<file path="src/rtl/ps2_host_tx_if.sv">
// ps2_host_tx_if -- host-side request/status bundle for the PS/2 host transmitter.
// The master modport belongs to whoever issues command bytes; the slave
// modport is the transmitter itself.
interface ps2_host_tx_if;
  logic [7:0] tx_data;
  logic       tx_valid;
  logic       tx_ready;
  logic       busy;
  logic       done;
  logic       error;

  modport master (
    output tx_data,
    output tx_valid,
    input  tx_ready,
    input  busy,
    input  done,
    input  error
  );

  modport slave (
    input  tx_data,
    input  tx_valid,
    output tx_ready,
    output busy,
    output done,
    output error
  );
endinterface

</file>
<file path="src/rtl/ps2_host_tx.sv">
// ps2_host_tx -- PS/2 host-to-device command transmitter.
// Inhibits the bus, issues a request-to-send, shifts a byte plus odd parity
// on device clock falling edges, checks the device ack and reports done or
// error. Optional build macro PS2_TX_RETRY_EN: a NACK or timeout causes one
// automatic re-send of the same byte before error is reported.
module ps2_host_tx #(
  parameter int INHIBIT_CYCLES = 12000,
  parameter int TIMEOUT_CYCLES = 2000000
) (
  input  logic           clk_in,
  input  logic           reset,
  ps2_host_tx_if.slave   host,
  input  logic           ps2_clock_in,
  input  logic           ps2_data_in,
  output logic           ps2_clock_drive_low,
  output logic           ps2_data_drive_low
);

  // One counter serves both the inhibit delay and the transfer timeout,
  // so it is sized for the larger of the two.
  localparam int CNT_MAX = (INHIBIT_CYCLES > TIMEOUT_CYCLES) ? INHIBIT_CYCLES : TIMEOUT_CYCLES;
  localparam int CNT_W   = $clog2(CNT_MAX + 1);
  localparam logic [CNT_W-1:0] INH_LAST = CNT_W'(INHIBIT_CYCLES - 1);
  localparam logic [CNT_W-1:0] TO_LAST  = CNT_W'(TIMEOUT_CYCLES - 1);
  localparam logic [CNT_W-1:0] CNT_ONE  = CNT_W'(1);

  typedef enum logic [2:0] {
    IDLE,
    INHIBIT,
    REQ,
    SHIFT,
    ACK,
    RECOVER
  } state_t;

  state_t           state_reg;
  logic [CNT_W-1:0] cnt_reg;
  logic [3:0]       bit_idx_reg;
  logic [7:0]       byte_reg;
  logic             parity_reg;
  logic             ack_ok_reg;
  logic             clock_drive_reg;
  logic             data_drive_reg;
  logic             done_reg;
  logic             error_reg;

  // Synchronised line samples: bit 0 = clock, bit 1 = data.
  logic [1:0] line_raw;
  logic [1:0] line_sync;
  logic       clock_prev_reg;
  logic       clock_fall;
  logic       retry_avail;

  assign line_raw = {ps2_data_in, ps2_clock_in};

  genvar gi;
  generate
    for (gi = 0; gi < 2; gi++) begin : g_sync
      logic meta_reg;
      logic sync_reg;
      // Two-flop synchroniser; idle bus level is high, so reset to 1 to
      // avoid a phantom falling edge after reset.
      always_ff @(posedge clk_in or posedge reset) begin
        if (reset) begin
          meta_reg <= 1'b1;
          sync_reg <= 1'b1;
        end else begin
          meta_reg <= line_raw[gi];
          sync_reg <= meta_reg;
        end
      end
      assign line_sync[gi] = sync_reg;
    end
  endgenerate

  // Previous synchronised clock, for falling-edge detection.
  always_ff @(posedge clk_in or posedge reset) begin
    if (reset) begin
      clock_prev_reg <= 1'b1;
    end else begin
      clock_prev_reg <= line_sync[0];
    end
  end

  assign clock_fall = clock_prev_reg & ~line_sync[0];

`ifdef PS2_TX_RETRY_EN
  logic retried_reg;
  assign retry_avail = ~retried_reg;
`else
  assign retry_avail = 1'b0;
`endif

  // Transfer sequencer with registered line drives and status pulses.
  always_ff @(posedge clk_in or posedge reset) begin
    if (reset) begin
      state_reg       <= IDLE;
      cnt_reg         <= '0;
      bit_idx_reg     <= '0;
      byte_reg        <= '0;
      parity_reg      <= 1'b0;
      ack_ok_reg      <= 1'b0;
      clock_drive_reg <= 1'b0;
      data_drive_reg  <= 1'b0;
      done_reg        <= 1'b0;
      error_reg       <= 1'b0;
`ifdef PS2_TX_RETRY_EN
      retried_reg     <= 1'b0;
`endif
    end else begin
      done_reg  <= 1'b0;
      error_reg <= 1'b0;
      case (state_reg)
        IDLE: begin
          clock_drive_reg <= 1'b0;
          data_drive_reg  <= 1'b0;
          if (host.tx_valid) begin
            byte_reg        <= host.tx_data;
            parity_reg      <= ~^host.tx_data;
            state_reg       <= INHIBIT;
            clock_drive_reg <= 1'b1;
            cnt_reg         <= '0;
            bit_idx_reg     <= '0;
`ifdef PS2_TX_RETRY_EN
            retried_reg     <= 1'b0;
`endif
          end
        end

        INHIBIT: begin
          // Clock held low for INHIBIT_CYCLES with data free, then one
          // cycle with both low before the clock is let go.
          if (data_drive_reg) begin
            state_reg       <= REQ;
            clock_drive_reg <= 1'b0;
            cnt_reg         <= '0;
          end else if (cnt_reg == INH_LAST) begin
            data_drive_reg <= 1'b1;
          end else begin
            cnt_reg <= cnt_reg + CNT_ONE;
          end
        end

        REQ, SHIFT, ACK: begin
          if (cnt_reg == TO_LAST) begin
            // Device never finished clocking the frame.
            if (retry_avail) begin
              state_reg       <= INHIBIT;
              clock_drive_reg <= 1'b1;
              data_drive_reg  <= 1'b0;
              cnt_reg         <= '0;
              bit_idx_reg     <= '0;
`ifdef PS2_TX_RETRY_EN
              retried_reg     <= 1'b1;
`endif
            end else begin
              state_reg       <= IDLE;
              clock_drive_reg <= 1'b0;
              data_drive_reg  <= 1'b0;
              error_reg       <= 1'b1;
            end
          end else begin
            cnt_reg <= cnt_reg + CNT_ONE;
            if (clock_fall) begin
              if (state_reg == REQ) begin
                data_drive_reg <= ~byte_reg[0];
                bit_idx_reg    <= 4'd1;
                state_reg      <= SHIFT;
              end else if (state_reg == SHIFT) begin
                if (bit_idx_reg < 4'd8) begin
                  data_drive_reg <= ~byte_reg[bit_idx_reg[2:0]];
                  bit_idx_reg    <= bit_idx_reg + 4'd1;
                end else if (bit_idx_reg == 4'd8) begin
                  data_drive_reg <= ~parity_reg;
                  bit_idx_reg    <= 4'd9;
                end else begin
                  // Stop bit: line released, device will pull it for ack.
                  data_drive_reg <= 1'b0;
                  state_reg      <= ACK;
                end
              end else begin
                ack_ok_reg <= ~line_sync[1];
                state_reg  <= RECOVER;
              end
            end
          end
        end

        RECOVER: begin
          clock_drive_reg <= 1'b0;
          data_drive_reg  <= 1'b0;
          if (line_sync[0] && line_sync[1]) begin
            if (ack_ok_reg) begin
              state_reg <= IDLE;
              done_reg  <= 1'b1;
            end else if (retry_avail) begin
              state_reg       <= INHIBIT;
              clock_drive_reg <= 1'b1;
              cnt_reg         <= '0;
              bit_idx_reg     <= '0;
`ifdef PS2_TX_RETRY_EN
              retried_reg     <= 1'b1;
`endif
            end else begin
              state_reg <= IDLE;
              error_reg <= 1'b1;
            end
          end
        end

        default: begin
          state_reg       <= IDLE;
          clock_drive_reg <= 1'b0;
          data_drive_reg  <= 1'b0;
        end
      endcase
    end
  end

  assign host.tx_ready       = (state_reg == IDLE);
  assign host.busy           = (state_reg != IDLE);
  assign host.done           = done_reg;
  assign host.error          = error_reg;
  assign ps2_clock_drive_low = clock_drive_reg;
  assign ps2_data_drive_low  = data_drive_reg;

endmodule

</file>
<file path="src/flat_wrapper.sv">
// flat-port wrapper written by rule: the top's interface ports become plain ports
module ps2_host_tx_flat 
#(
  parameter int INHIBIT_CYCLES = 12000,
  parameter int TIMEOUT_CYCLES = 2000000
)
  (clk_in, reset, ps2_clock_in, ps2_data_in, ps2_clock_drive_low, ps2_data_drive_low, host_tx_data, host_tx_valid, host_tx_ready, host_busy, host_done, host_error);
  ps2_host_tx_if host_i ();
  input  logic clk_in;
  input  logic reset;
  input  logic ps2_clock_in;
  input  logic ps2_data_in;
  output logic ps2_clock_drive_low;
  output logic ps2_data_drive_low;
  input wire logic [$bits(host_i.tx_data)-1:0] host_tx_data;
  input wire logic [$bits(host_i.tx_valid)-1:0] host_tx_valid;
  output wire logic [$bits(host_i.tx_ready)-1:0] host_tx_ready;
  output wire logic [$bits(host_i.busy)-1:0] host_busy;
  output wire logic [$bits(host_i.done)-1:0] host_done;
  output wire logic [$bits(host_i.error)-1:0] host_error;
  assign host_i.tx_data = host_tx_data;
  assign host_i.tx_valid = host_tx_valid;
  assign host_tx_ready = host_i.tx_ready;
  assign host_busy = host_i.busy;
  assign host_done = host_i.done;
  assign host_error = host_i.error;
  ps2_host_tx #(.INHIBIT_CYCLES(INHIBIT_CYCLES), .TIMEOUT_CYCLES(TIMEOUT_CYCLES)) u_core (.clk_in(clk_in), .reset(reset), .host(host_i), .ps2_clock_in(ps2_clock_in), .ps2_data_in(ps2_data_in), .ps2_clock_drive_low(ps2_clock_drive_low), .ps2_data_drive_low(ps2_data_drive_low));
endmodule
</file>
<file path="config.mk">
export PLATFORM = sky130hd
export DESIGN_NAME = ps2_host_tx_flat
export DESIGN_NICKNAME = d
export VERILOG_FILES = /design/src/rtl/ps2_host_tx_if.sv /design/src/rtl/ps2_host_tx.sv /design/src/flat_wrapper.sv
export SDC_FILE = /design/constraint.sdc
export NUM_CORES = 1
export LEC_CHECK = 0
export ABC_AREA = 1
export CAP_MARGIN = 20
export CORE_AREA = 2 2 80 82
export DETAILED_ROUTE_END_ITERATION = 7
export DIE_AREA = 0 0 82 84
export GPL_ROUTABILITY_DRIVEN = 0
export HOLD_SLACK_MARGIN = 0.06
export PLACE_DENSITY = 0.85
export SYNTH_ARGS = -nofsm -noshare
export SYNTH_HDL_FRONTEND = slang
export SYNTH_SLANG_ARGS = --single-unit
</file>
<file path="constraint.sdc">
create_clock -name clk_in -period 1.67 [get_ports clk_in]
set_clock_uncertainty 0.1 [all_clocks]
set_input_delay 0.2505 -clock clk_in [delete_from_list [all_inputs] [get_ports clk_in]]
set_output_delay 0.2505 -clock clk_in [all_outputs]
set_load 0.005 [all_outputs]
</file>
==> results of run 1 <==
[kinds of logic (layout without fill, tap and decap cells)]
| kind of cell | Yosys count | after routing | synth area share |
|---|---|---|---|
| buffers and inverters | 62 | 151 | 0.0808 |
| AND/OR/NAND/NOR | 313 | 313 | 0.431 |
| XOR/XNOR | 13 | 13 | 0.0359 |
| AO/OA/AOI/OAI | 41 | 41 | 0.0686 |
| adder cells (fa/ha/maj) | 2 | 2 | 0.00788 |
| multiplexers | 1 | 1 | 0.00355 |
| flip-flops | 47 | 47 | 0.372 |
[per-layer routing]
layer	wire [µm]	vias up	GRT usage
met2	5370	275	0.491
met5	0	-	0
met4	649	0	0.142
li1	-	1711	-
met1	3710	1744	0.326
met3	853	77	0.0368
[worst paths after layout]
check	cells after the start	slack (ns)	end
worst max-delay path	8	-0.17	u_core.cnt_reg[12]$_DFFE_PP0P_
max in group asynchronous	3	1.00	u_core.clock_prev_reg$_DFF_PP1_
worst min register to register	0	0.26	u_core.g_sync[0].sync_reg$_DFF_PP1_
worst min-delay path	3	0.18	u_core.cnt_reg[2]$_DFFE_PP0P_
min in group clk_in	1	0.24	u_core.g_sync[0].meta_reg$_DFF_PP1_
worst max register to register	8	-0.17	u_core.cnt_reg[12]$_DFFE_PP0P_
[stage by stage]
stage	util	hold WS, ns	total power (µW)
after floorplan	-	0.155	2970
after global placement	0.632	0.246	3750
after detailed placement	0.632	0.247	3840
after CTS	0.674	0.196	4870
after global routing	0.731	0.226	5700
final	0.731	0.182	5440
[timing repair]
item / in CTS / in global routing
gates cloned: 0 / 1
endpoints found under the hold margin: 0 / 0
pin swaps: 8 / 27
hold buffers: 0 / 0
resized for setup: 29 / 84
setup endpoints to repair: 32 / 34
buffers inserted: 10 / 10
[cells in the final DEF (no fill, tap or decap), drive strengths merged]
master         instances
nand3                 54
clkinvlp               1
ha                     2
buf                   75
clkinv                 2
dlymetal6s2s           1
bufinv                 1
mux2                   1
clkdlybuf4s50         15
inv                   48
xnor2                  7
clkbuf                 8
dfstp                  5
o21ai                 22
o211ai                 1
xor2                   6
nand2                166
dfrtp                 42
or2                    5
nand3b                 2
o31ai                  3
a21oi                 14
nand4                 17
o21bai                 1
nor2                  68
nor3                   1
[critical path: cells and delay by family (launching register included)]
family	cells	cell delay (ns)
compound gates	1	0.19
xor+xnor	1	0.18
fa+ha+maj	1	0.19
buf+inv	1	0.18
flops	1	0.42
simple gates	4	0.47
[power by group through the flow]
stage          logic [µW]  registers [µW]  clock network, µW
6_report             3020            1530                885
5_1_grt              3240            1550                914
4_1_cts              2470            1510                880
3_5_place_dp         2300            1540                  0
3_3_place_gp         2220            1530                  0
2_1_floorplan        1430            1540                  0
[area by class of cell]
class / instances / share of cell area
well taps: 77 / 0.0216
clock buffers: 6 / 0.0163
inverters: 50 / 0.0455
flip-flops and latches: 47 / 0.268
clock inverters: 2 / 0.00843
multi-input cells: 370 / 0.459
repair buffers: 93 / 0.181
==> metrics.txt, run 1 <==
Synth area leaders=dfrtp_1, nand2_1, nand3_1, nor2_1, inv_1; Site Rows=29; Setup TNS=-3.52 ns; DR vias/cell=5.90; area occupied by multi-input gates=0.00204 mm²; Leak=0.00214 µW; clock latency on the worst-skew pair=0.32 ns; grt ovf=0; most common cell in the netlist=nand2_1; port bufs=18; minimum clock period=1.84 ns; Yosys reg bits=47; antenna cells=0; crit path from=u_core.cnt_reg[1]$_DFFE_PP0P_; Final Cell Area=0.00445 mm²; Comb pwr share=0.555; CP max stage delay=0.42 ns; WL final=10.6 mm; CP Data Required Time=1.79 ns; CTS H-tree lvls=2; Worst Setup Start Kind=flip-flop; first-iteration detailed-routing DRC count=520; Gate Count Post-Synth=479; number of buffers created by CTS=5; WL/cell=16.4 µm; Unique masters post-synth=36; power share of the sequential group=0.282; critical path arrival=1.95 ns; critical-path cell list=ha_4 > nand3_1 > buf_4 > nor2_1 > xnor2_1 > nor2_1 > a21oi_1 > nand2_2; # setup viols final=29; Vias=3807; DR pass1 iterations=5; CTS tree=built; PwrDens=1220 mW/mm²; max reg flops=21; Final period util=1.10; placed cells=617; I/O pin cnt=19; share of layout cells above drive strength 1=0.342; Syn. warnings=0; Max Clk Rate=545 MHz; Tot GR Track Use=0.280; Hold Fails Final Rpt=0; Reg-to-Reg Start=u_core.cnt_reg[1]$_DFFE_PP0P_; Worst Max-Slew Pin Slew=0.358 ns; Max IR drop VDD=1270 µV; syn avg cell area=6.63 µm²; Initial Utilization=0.521; top cell type's share of synthesized area=0.331; placed inst area=0.00385 mm²; number of global-route vias before repair=3553; main flop type after synthesis=dfrtp_1; die area=0.00689 mm²; nets=582; chip height=84 µm; Max Transition Viols Final=0; leading cell types by count after synthesis=nand2_1, nor2_1, nand3_1; fin cells=645; first-pass GRT wire length=15.2 mm; MaxCap Viol Count=0; initial antenna violation count=0; CTS clk-pin slew, worst paths=0.10 ns; post-synth top area cell=dfrtp_1; hpwl dp=6.28 mm; worst-case clock buffer depth=2; part of the Yosys area used for sequential elements=0.372; NetSw=2420 µW; asr flop ratio synth=1.00; DRC=0; Routed Antenna Nets=0; most used cell, CP=nor2_1; core area=0.00610 mm²; register area=0.00119 mm²; RSZ-0062 raised after global routing=true; status=finished with violations; crit end category=flip-flop; crit-path max FO=5; Worst Hold Class=in2async; Sw Ratio=0.444; die extent in x=82 µm; largest net degree at the start of global routing=48; critical path's slowest cell=dfrtp_1; Clock power frac=0.163; Post-synth EDFFs=0; Synth-to-Final Area Change=40.2%; WS Path Type=reg2reg; Rel. slew slack=0.759; Sink Count=47; final worst slack=-0.166 ns; Pint=3020 µW; worst slack, placed=-0.0909 ns; CTS root buf=clkbuf_8; Synth Net Count=494; Syn Std Cell Area=0.00318 mm²; FILL cells=403; failing checks=negative setup slack
Power figures use the tool's default switching activity.
==> run 2: changes to the inputs <==
==> constraint.sdc (replaced) <==
create_clock -name clk_in -period 1.5 [get_ports clk_in]
set_clock_uncertainty 0.1 [all_clocks]
set_input_delay 0.225 -clock clk_in [delete_from_list [all_inputs] [get_ports clk_in]]
set_output_delay 0.225 -clock clk_in [all_outputs]
set_load 0.005 [all_outputs]
==> run 2 against run 1 <==
  * The run still ends with negative setup slack left
  * Die area unchanged
  * Combinational power increased by 24%
  * Power increased by 21%
  * Fmax decreased by 6.6%
  * Sequential share of layout area decreased by 1.5 points
  * Worst setup slack got worse by 0.30 ns
  * Non-clock buffer count increased by 31
  * Via count increased by 9.8%
==> metrics.txt, run 2 (synthesis gave the netlist of run 1 again) <==
Vias=4179; final worst slack=-0.466 ns; I/O pin cnt=19; RSZ-0062 raised after global routing=true; power share of the sequential group=0.259; Max Clk Rate=509 MHz; nets=614; port bufs=18; worst-case clock buffer depth=2; DR vias/cell=6.17; largest net degree at the start of global routing=32; share of layout cells above drive strength 1=0.340; Worst Hold Class=in2async; clock latency on the worst-skew pair=0.31 ns; number of buffers created by CTS=5; Clock power frac=0.172; critical path arrival=2.06 ns; CTS clk-pin slew, worst paths=0.10 ns; CTS H-tree lvls=2; CTS tree=built; Final Cell Area=0.00470 mm²; Max Transition Viols Final=0; failing checks=negative setup slack; NetSw=2840 µW; Routed Antenna Nets=0; die area=0.00689 mm²; commonest cells after routing, fill and taps aside=nand2_1, buf_4, nor2_1; WL/cell=18.1 µm; initial antenna violation count=0; DRC=0; Hold Fails Final Rpt=0; grt ovf=0; # setup viols final=34; die extent in x=82 µm; CTS root buf=clkbuf_8; CP Data Required Time=1.60 ns; max reg flops=21; Max IR drop VDD=1260 µV; Pint=3740 µW; CP max stage delay=0.49 ns; Rel. slew slack=0.704; WL final=12.3 mm; FILL cells=355; final hold slack=0.0471 ns; antenna cells=0; DR pass1 iterations=8; PwrDens=1400 mW/mm²; hpwl dp=6.77 mm; WS Path Type=reg2reg; MaxCap Viol Count=0; Leak=0.00233 µW; Initial Utilization=0.521; minimum clock period=1.97 ns; first-iteration detailed-routing DRC count=695; critical path's slowest cell=dfrtp_1; Worst Setup Start Kind=flip-flop; crit end category=flip-flop; Sink Count=47; chip height=84 µm; Comb pwr share=0.569; status=finished with violations; commonest non-fill, non-tap cell in the layout=nand2_1; core area=0.00610 mm²; number of global-route vias before repair=3977; first-pass GRT wire length=18.3 mm; crit-path max FO=6; critical-path cell list=inv_1 > nor2_1 > nand2_1 > nor2_2 > nand3_2 > buf_6 > nand2_4 > o21ai_0 > nand3_1 > nand2_1; placed inst area=0.00409 mm²; most used cell, CP=nand2_1; Synth-to-Final Area Change=48.0%; Final period util=1.31; Site Rows=29; Worst Max-Slew Pin Slew=0.442 ns; Tot GR Track Use=0.345; Sw Ratio=0.432
run 2: worst max-delay path, delay by kind of cell (launching register included):
kind	cells	cell delay (ns)
DFF	1	0.49
AOI/OAI and AO/OA	1	0.10
buffers and inverters	2	0.28
and+or+nand+nor	7	0.90
run 2: repair_timing:
| item | CTS | global route |
|---|---|---|
| cloned | 1 | 3 |
| endpoints found under the setup margin | 36 | 44 |
| resized for setup | 45 | 52 |
| buffers inserted | 13 | 5 |
| hold buffers | 0 | 0 |
| pin swaps | 13 | 7 |
run 2: path summary, 6_finish.rpt:
kind / from / end / slack, ns / cells past startpoint
max: u_core.cnt_reg[6]$_DFFE_PP0P_ / u_core.state_reg[0]$_DFFE_PP0P_ / -0.47 / 10
min: reset / u_core.cnt_reg[11]$_DFFE_PP0P_ / 0.05 / 2
max reg2reg: u_core.cnt_reg[6]$_DFFE_PP0P_ / u_core.state_reg[0]$_DFFE_PP0P_ / -0.47 / 10
min reg2reg: u_core.g_sync[0].meta_reg$_DFF_PP1_ / u_core.g_sync[0].sync_reg$_DFF_PP1_ / 0.26 / 0
max in group asynchronous: reset / u_core.g_sync[1].sync_reg$_DFF_PP1_ / 0.73 / 3
min in group clk_in: ps2_data_in / u_core.g_sync[1].meta_reg$_DFF_PP1_ / 0.22 / 1
run 2: per-layer routing:
metal	global-route usage	vias to the layer above	routed length (µm)
met5	0	-	0
met4	0.188	0	1030
li1	-	1770	-
met2	0.585	351	5950
met3	0.0498	132	1230
met1	0.410	1926	4070
run 2: power by group through the flow:
stage,clock [µW],sequential [µW],combinational (µW)
3_5_place_dp,0,1690,2800
3_3_place_gp,0,1680,2680
5_1_grt,1170,1730,3930
6_report,1130,1700,3740
2_1_floorplan,0,1710,1600
4_1_cts,1130,1670,3190
run 2: cell type report:
cell class | instances | area, µm² | area share
Clock buffer | 6 | 72.6 | 0.0154
Clock inverter | 2 | 60.1 | 0.0128
Inverter | 50 | 199 | 0.0423
Multi-Input combinational cell | 370 | 2020 | 0.429
Sequential cell | 47 | 1190 | 0.253
Tap cell | 77 | 96.3 | 0.0205
Timing Repair Buffer | 124 | 1060 | 0.226
Timing Repair inverter | 1 | 5.00 | 0.00106
run 2: stage by stage:
stage          setup TNS, ns  cells  setup slack [ns]   util  power (µW)
6_report              -10.86    677            -0.466  0.771        6580
5_1_grt               -12.84    677            -0.516  0.771        6830
4_1_cts                -6.73    669            -0.260  0.734        5990
3_5_place_dp           -6.22    647            -0.237  0.670        4490
3_3_place_gp           -4.38    647            -0.164  0.670        4360
2_1_floorplan          -3.21    479            -0.173      -        3310
==> run 3: changes to the inputs <==
--- a/config.mk
+++ b/config.mk
@@ -7,9 +7,11 @@
 export LEC_CHECK = 0
 export ABC_AREA = 1
 export CAP_MARGIN = 20
-export CORE_AREA = 2 2 80 82
+export CELL_PAD_IN_SITES_DETAIL_PLACEMENT = 0
+export CELL_PAD_IN_SITES_GLOBAL_PLACEMENT = 1
+export CORE_AREA = 2 2 94 96
 export DETAILED_ROUTE_END_ITERATION = 7
-export DIE_AREA = 0 0 82 84
+export DIE_AREA = 0 0 96 98
 export GPL_ROUTABILITY_DRIVEN = 0
 export HOLD_SLACK_MARGIN = 0.06
 export PLACE_DENSITY = 0.85
==> run 3 against run 2 <==
  * The flow still finishes with violations (negative setup slack)
  * Hold slack improved by 0.11 ns
  * Design area decreased by 3.2%
  * Clock power down 24%
  * Count of clock-buffer cells in the layout unchanged
  * First-iteration DRC count fell by 80%
  * Fmax up 13%
  * Sequential power about the same
  * Wire length shrank 25%
  * Combinational power down 16%
  * Final cell count is 2.7% higher
  * Non-clock buffer count fell by 12
  * Die area rose by 37%
  * Largest cell class unchanged
==> metrics.txt, run 3 (synthesis gave the netlist of run 1 again) <==
status=finished with violations; failing checks=negative setup slack; port bufs=18; CP max stage delay=0.46 ns; die extent in x=96 µm; commonest cells after routing, fill and taps aside=nand2_1, buf_4, nor2_1; met2 WL=4.69 mm; Top Metal Used=met4; Leak=0.00216 µW; Final Cell Area=0.00455 mm²; Final period util=1.16; minimum clock period=1.74 ns; Initial Utilization=0.375; CP Data Required Time=1.65 ns; I/O pin cnt=19; critical path's slowest cell=dfrtp_2; WL met3=325 µm; # setup viols final=31; DRC=0; CTS H-tree lvls=2; max reg flops=21; commonest non-fill, non-tap cell in the layout=nand2_1; CTS clk-pin slew, worst paths=0.10 ns; RSZ-0062 raised after global routing=true; first-iteration detailed-routing DRC count=141; Routed Antenna Nets=0; Max IR drop VDD=1010 µV; area occupied by multi-input gates=0.00197 mm²; power after layout=5660 µW; Worst Hold Class=in2async; Site Rows=34; WL/cell=13.2 µm; most used cell, CP=nand2_1; Tot GR Track Use=0.204; initial antenna violation count=0; critical path arrival=1.90 ns; placed cells=677; CTS tree=built; FILL cells=810; MaxCap Viol Count=0; fin cells=695; register area=0.00120 mm²; worst-case clock buffer depth=2; final worst slack=-0.244 ns; Setup TNS=-5.39 ns; worst slack, placed=-0.252 ns; Worst Setup Start Kind=flip-flop; WS Path Type=reg2reg; first-pass GRT wire length=15.2 mm; number of buffers created by CTS=5; crit end category=flip-flop; share of layout cells above drive strength 1=0.336; Hold Fails Final Rpt=0; hpwl dp=6.61 mm; DR pass1 iterations=4; crit-path max FO=12; Synth-to-Final Area Change=43.3%; core area=0.00847 mm²; antenna cells=0; Worst Max-Slew Pin Slew=0.358 ns; grt ovf=0; die area=0.00941 mm²; PwrDens=1240 mW/mm²; nets=601; Max Clk Rate=573 MHz; critical-path cell list=nor2_1 > nand2_1 > nor2_2 > nand3_2 > or2_4 > nand3_4 > buf_8 > nand2_1 > nand2_1; Max Transition Viols Final=0; WL final=9.20 mm; Vias=3455; largest net degree at the start of global routing=48; clock latency on the worst-skew pair=0.31 ns; Rel. slew slack=0.760; chip height=98 µm; Post-CTS Hold Buffers=0; placed inst area=0.00412 mm²; CTS root buf=clkbuf_8; met1 WL=4.06 mm; Sink Count=47; DR vias/cell=4.97; number of global-route vias before repair=3365
run 3: path summary, 6_finish.rpt:
check                                               startpoint                                   to  slack [ns]  depth (start not counted)
max                             u_core.cnt_reg[12]$_DFFE_PP0P_        u_core.cnt_reg[9]$_DFFE_PP0P_       -0.24                          9
min                                                      reset       u_core.cnt_reg[10]$_DFFE_PP0P_        0.16                          3
max reg2reg                     u_core.cnt_reg[12]$_DFFE_PP0P_        u_core.cnt_reg[9]$_DFFE_PP0P_       -0.24                          9
min reg2reg                u_core.g_sync[0].meta_reg$_DFF_PP1_  u_core.g_sync[0].sync_reg$_DFF_PP1_        0.26                          0
max in group asynchronous                                reset  u_core.g_sync[1].meta_reg$_DFF_PP1_        0.85                          3
min in group clk_in                                ps2_data_in  u_core.g_sync[1].meta_reg$_DFF_PP1_        0.22                          1
run 3: worst max-delay path, delay by kind of cell (launching register included):
family,cells,cell delay (ns)
simple gates,8,0.97
flops,1,0.46
buf+inv,1,0.17
run 3: cell type report:
class                           instances  area share
Multi-Input combinational cell        370       0.433
Timing Repair Buffer                  112       0.209
Sequential cell                        47       0.263
Inverter                               50      0.0445
Clock buffer                            6      0.0181
Tap cell                              108      0.0297
Clock inverter                          2     0.00357
run 3: power by group:
part | switching, µW | internal (µW) | leakage, µW
sequential | 148 | 1520 | 0.000585
clock | 479 | 378 | 0.0000474
combinational | 1840 | 1290 | 0.00153
total | 2470 | 3190 | 0.00216
run 3: stage by stage:
stage | hold slack [ns] | utilization
finish | 0.161 | 0.538
floorplan | 0.129 | -
global route | 0.199 | 0.538
detailed placement | 0.247 | 0.486
CTS | 0.185 | 0.514
global placement | 0.245 | 0.486
run 3: repair_timing:
item,4_1_cts,5_1_grt
pin swaps,10,13
endpoints found under the setup margin,36,43
cloned,0,2
buffers inserted,6,5
gates resized for setup,33,69
run 3: per-layer routing:
metal | up-vias | global-route usage
met5 | - | 0
met1 | 1626 | 0.265
li1 | 1747 | -
met2 | 70 | 0.350
met3 | 12 | 0.0255
met4 | 0 | 0.0626
